## src/rtl/wb_result_checker_shadow_regfile.sv

```systemverilog
// Shadow copy of the architectural register file: one synchronous write port
// with an x0 guard, a synchronous clear-all, and one asynchronous read port.
module shadow_regfile #(
   parameter int unsigned XLEN     = 32,
   parameter int unsigned NUM_REGS = 32,
   parameter int unsigned RW       = 5
) (
   input  logic            clk,
   input  logic            i_clear,
   input  logic            i_wr_en,
   input  logic [RW-1:0]   i_wr_idx,
   input  logic [XLEN-1:0] i_wr_data,
   input  logic [RW-1:0]   i_rd_idx,
   output logic [XLEN-1:0] o_rd_data
);

   logic [XLEN-1:0] r_mem [NUM_REGS];

   always_ff @(posedge clk) begin
      if (i_clear) begin
         for (int unsigned i = 0; i < NUM_REGS; i++) begin
            r_mem[i] <= '0;
         end
      end else if (i_wr_en && (i_wr_idx != '0) && (32'(i_wr_idx) < NUM_REGS)) begin
         r_mem[i_wr_idx] <= i_wr_data;
      end
   end

   always_comb begin
      o_rd_data = '0;
      if (32'(i_rd_idx) < NUM_REGS) begin
         o_rd_data = r_mem[i_rd_idx];
      end
   end

endmodule

```

## config.mk

```make
export PLATFORM = sky130hd
export DESIGN_NAME = shadow_regfile
export DESIGN_NICKNAME = d
export VERILOG_FILES = /design/src/rtl/wb_result_checker_shadow_regfile.sv
export SDC_FILE = /design/constraint.sdc
export NUM_CORES = 1
export LEC_CHECK = 0
export CAP_MARGIN = 40
export CORE_ASPECT_RATIO = 0.8
export CORE_MARGIN = 2
export CORE_UTILIZATION = 40
export DETAILED_ROUTE_END_ITERATION = 10
export GPL_TIMING_DRIVEN = 0
export SYNTH_ARGS = -nofsm -noshare
export SYNTH_HDL_FRONTEND = slang
export SYNTH_SLANG_ARGS = --single-unit
```

## constraint.sdc

```tcl
create_clock -name clk -period 2.2 [get_ports clk]
set_input_delay 0.22 -clock clk [delete_from_list [all_inputs] [get_ports clk]]
set_output_delay 0.22 -clock clk [all_outputs]
set_load 0.05 [all_outputs]
```

==> impl_metrics.tcl, run 1 <==
set metrics [dict create \
    status "complete, but fails checks" \
    failed_checks "negative setup slack" \
    number_of_post_cts_setup_repair_buffers 0 \
    grt_start_max_net_pins 33 \
    setup_tns_ps -29840 \
    cell_depth_of_the_worst_min_delay_path 2 \
    class_of_the_most_critical_hold_timing_path "primary input to register" \
    gr-usage-all-layers_pct 21.6 \
    worst_vdd_drop_mv 0.519 \
    dp_hpwl_um 99200 \
    cts-htree-levels 3 \
    registers.top_by_ff_count "r_mem" \
    final_core_utilization_pct 47.1 \
    timing.critical_path.to_type "primary output" \
    die_height_um 311 \
    layout_worst_path_cycle_share_pct 110 \
    fraction_of_layout_cells_with_a_size_suffix_above_1_pct 13.2 \
    design.core.area_um2 117000 \
    fin_cells 5305 \
    post_drt_via_cell_ratio 5.35 \
    numPortBuffers 75 \
    drt_first_pass_iters 5 \
    number_of_global_route_vias_before_repair 27900 \
    clock-root-buffer "sky130_fd_sc_hd__clkbuf_16" \
    worstHoldStart "i_wr_data[28]" \
    timing_worst_slew_pin_value_ps 776 \
    syn-mean-instance-area_um2 13.7 \
    p_leak_nw 20.5 \
    detail_route.iter0.violations 3081 \
    synth-seq-cells 1024 \
    reg_top3 "r_mem (1024)" \
    max-slew-margin-rel_pct 48.2 \
    criticalPathCategory "primary input to primary output" \
    fin_total_pwr_mw 44.1 \
    dpl_worst_slack_ps -1960 \
    max_freq_mhz 415 \
    ant_nets 0 \
    drc 0 \
    gp_congestion 0.918 \
    cp.arrival_ps 2190 \
    share_of_synthesized_area_occupied_by_flip_flops_and_latches_pct 65.3 \
    global_route_wire_length_before_repair_um 190000 \
    critical_path.startpoint_type "primary input" \
    finalWorstPathRequiredPeriod_ps 2410 \
    post-place-cells 5124 \
    rows 112 \
    synthDistinctLibCells 30 \
    clk_path_buf_depth 3 \
    timing.critical_path.required_ps 1980 \
    critical_path_peak_fanout 10 \
    cts.reportedPaths.clkPinSlew_ps 60 \
    initial_utilization_pct 40.3 \
    powerDensity_nw_per_um2 802 \
    clkSinkCount 1024 \
    finalWirelength_um 132000 \
    slew_viol_final 0 \
    io-pin-count 77 \
    cts_hold_buf 0 \
    post_synth_inst_count 3447 \
    finalHoldViolations 0 \
    routedWlPerCell_um 25.0 \
    syn2layout_area_growth_pct 16.7 \
    postLayoutSetupSlackWorst_ps -210 \
    number_of_nets_in_the_layout 3734 \
    number_of_antenna_violations_at_the_first_check_in_global_routing 3 \
    count_of_yosys_warnings_during_synthesis 0 \
    tritoncts "yes" \
    cap_violations 0 \
    setup_violators_final 282 \
    hold_path_endpoint "r_mem[4][28]" \
    rsz0062_at_grt "true" \
    die_width_um 388 \
    syn-cell-area_um2 47100 \
    largest_register_ffs 1024 \
    cts_made_buffers 100 \
    gr-total-overflow 0 \
    vias 28400 \
    design.die.area_um2 120000 \
]
-- layout by cell type (no fill, tap or decap), types with 5 or more instances in the layout --
master,instances
sky130_fd_sc_hd__edfxtp_1,1024
sky130_fd_sc_hd__conb_1,32
sky130_fd_sc_hd__nand3_1,51
sky130_fd_sc_hd__nor2_4,27
sky130_fd_sc_hd__nand2_1,97
sky130_fd_sc_hd__clkbuf_4,14
sky130_fd_sc_hd__clkinv_1,26
sky130_fd_sc_hd__clkinvlp_4,5
sky130_fd_sc_hd__mux2i_1,508
sky130_fd_sc_hd__nor3_1,24
sky130_fd_sc_hd__a22oi_1,95
sky130_fd_sc_hd__clkbuf_1,179
sky130_fd_sc_hd__clkbuf_2,28
sky130_fd_sc_hd__clkinv_2,14
sky130_fd_sc_hd__nand3_4,5
sky130_fd_sc_hd__buf_16,26
sky130_fd_sc_hd__nor2_2,5
sky130_fd_sc_hd__nor3_2,8
sky130_fd_sc_hd__a22o_1,64
sky130_fd_sc_hd__buf_4,44
sky130_fd_sc_hd__or2_2,14
sky130_fd_sc_hd__buf_6,71
sky130_fd_sc_hd__buf_2,19
sky130_fd_sc_hd__and2_1,993
sky130_fd_sc_hd__or2_4,21
sky130_fd_sc_hd__a21oi_1,96
sky130_fd_sc_hd__clkbuf_16,105
sky130_fd_sc_hd__a31oi_1,28
sky130_fd_sc_hd__buf_12,6
sky130_fd_sc_hd__buf_8,12
sky130_fd_sc_hd__clkdlybuf4s50_1,39
sky130_fd_sc_hd__bufinv_16,8
sky130_fd_sc_hd__nand3_2,42
-- cell type report --
| cell class | instances | area (µm²) |
|---|---|---|
| diodes | 2 | 5.00 |
| plain buffers | 319 | 1940 |
| clock buffers | 124 | 2700 |
| clock inverters | 53 | 445 |
| fillers | 10300 | 61800 |
| multi-input cells | 2137 | 15500 |
| flip-flops and latches | 1024 | 30700 |
| well taps | 1539 | 1930 |
| repair buffers | 107 | 1610 |
-- Yosys cell counts --
cell type / number / area [µm²]
sky130_fd_sc_hd__nand2_1: 98 / 368
sky130_fd_sc_hd__buf_1: 13 / 48.8
sky130_fd_sc_hd__or3_1: 2 / 12.5
sky130_fd_sc_hd__or3b_4: 2 / 22.5
sky130_fd_sc_hd__nor2b_1: 2 / 12.5
sky130_fd_sc_hd__nand3b_1: 3 / 22.5
sky130_fd_sc_hd__mux2i_1: 512 / 5120
sky130_fd_sc_hd__nor3_1: 32 / 160
sky130_fd_sc_hd__nor2_4: 10 / 113
sky130_fd_sc_hd__nand2_2: 1 / 6.26
sky130_fd_sc_hd__a31oi_1: 32 / 200
sky130_fd_sc_hd__buf_4: 49 / 368
sky130_fd_sc_hd__or2_2: 32 / 200
sky130_fd_sc_hd__nand3b_2: 1 / 11.3
sky130_fd_sc_hd__nor2b_2: 1 / 8.76
sky130_fd_sc_hd__a21oi_1: 96 / 480
sky130_fd_sc_hd__a22o_1: 64 / 561
sky130_fd_sc_hd__nand3_2: 1 / 10.0
sky130_fd_sc_hd__nand3_1: 97 / 485
sky130_fd_sc_hd__edfxtp_1: 1024 / 30700
sky130_fd_sc_hd__nor2_2: 6 / 37.5
sky130_fd_sc_hd__a22oi_1: 96 / 721
sky130_fd_sc_hd__and2_1: 993 / 6210
sky130_fd_sc_hd__clkbuf_2: 9 / 45.0
sky130_fd_sc_hd__nand2b_1: 3 / 18.8
sky130_fd_sc_hd__buf_2: 45 / 225
sky130_fd_sc_hd__conb_1: 1 / 3.75
sky130_fd_sc_hd__nor2_1: 18 / 67.6
sky130_fd_sc_hd__buf_6: 3 / 33.8
sky130_fd_sc_hd__clkbuf_1: 201 / 754
-- metrics by stage --
| step | hold WS (ps) | instance area, µm² |
|---|---|---|
| finish | 288 | 54900 |
| global route | 309 | 54900 |
| CTS | 244 | 54600 |
| detailed placement | 977 | 50700 |
| global placement | 965 | 49900 |
| floorplan | 418 | 47200 |
-- worst max path at each step --
stage                    end        start
6_report        o_rd_data[1]  i_rd_idx[3]
5_1_grt         o_rd_data[1]  r_mem[7][1]
4_1_cts         o_rd_data[2]  r_mem[5][2]
3_5_place_dp    o_rd_data[2]  i_rd_idx[0]
3_3_place_gp    o_rd_data[1]  i_rd_idx[0]
2_1_floorplan  o_rd_data[11]  i_rd_idx[1]
-- metal layers --
metal	vias up	part of all wire [%]	track usage (%)	wire length (µm)
li1	12900	-	-	-
met1	14300	47	33.0	62500
met2	1011	43	31.3	56300
met3	192	7.3	3.71	9610
met4	2	3.0	6.57	3970
met5	-	0.0098	0	13
-- timing repair --
action	CTS	global route
gates resized for setup	459	95
pin swaps	20	33
endpoints found under the hold margin	0	0
setup endpoints to repair	555	628
gates cloned	0	3
-- report_power, final --
group	switching, mW	total (mW)	internal (mW)
clock	7.46	17.0	9.57
sequential	0.279	22.8	22.5
combinational	2.80	4.25	1.46
total	10.5	44.1	33.5
-- kinds of logic (layout without fill, tap and decap cells) --
logic type      count (synthesis)  after routing  share of synthesized area, %
other cells                     1             34                       0.00796
mux                           512            512                          10.9
compound gates                288            288                          4.17
simple gates                 1302           1305                          16.5
buf+inv                       320            603                          3.13
flops                        1024           1024                          65.3
-- critical path, cell delays in order --
cell and delay, ps:
sky130_fd_sc_hd__dlygate4sd2_1 470, sky130_fd_sc_hd__or2_2 350, sky130_fd_sc_hd__clkbuf_2 370, sky130_fd_sc_hd__nor3_1 100, sky130_fd_sc_hd__a31oi_1 180, sky130_fd_sc_hd__nand3_2 240
sky130_fd_sc_hd__buf_6 240
(Power assumes the default switching activity.)
==> run 2: changes to the inputs <==
- CTS_CLUSTER_SIZE: not set -> 28
==> results of run 2 <==
The final DEF is identical to that of run 1; final timing and power are the same.
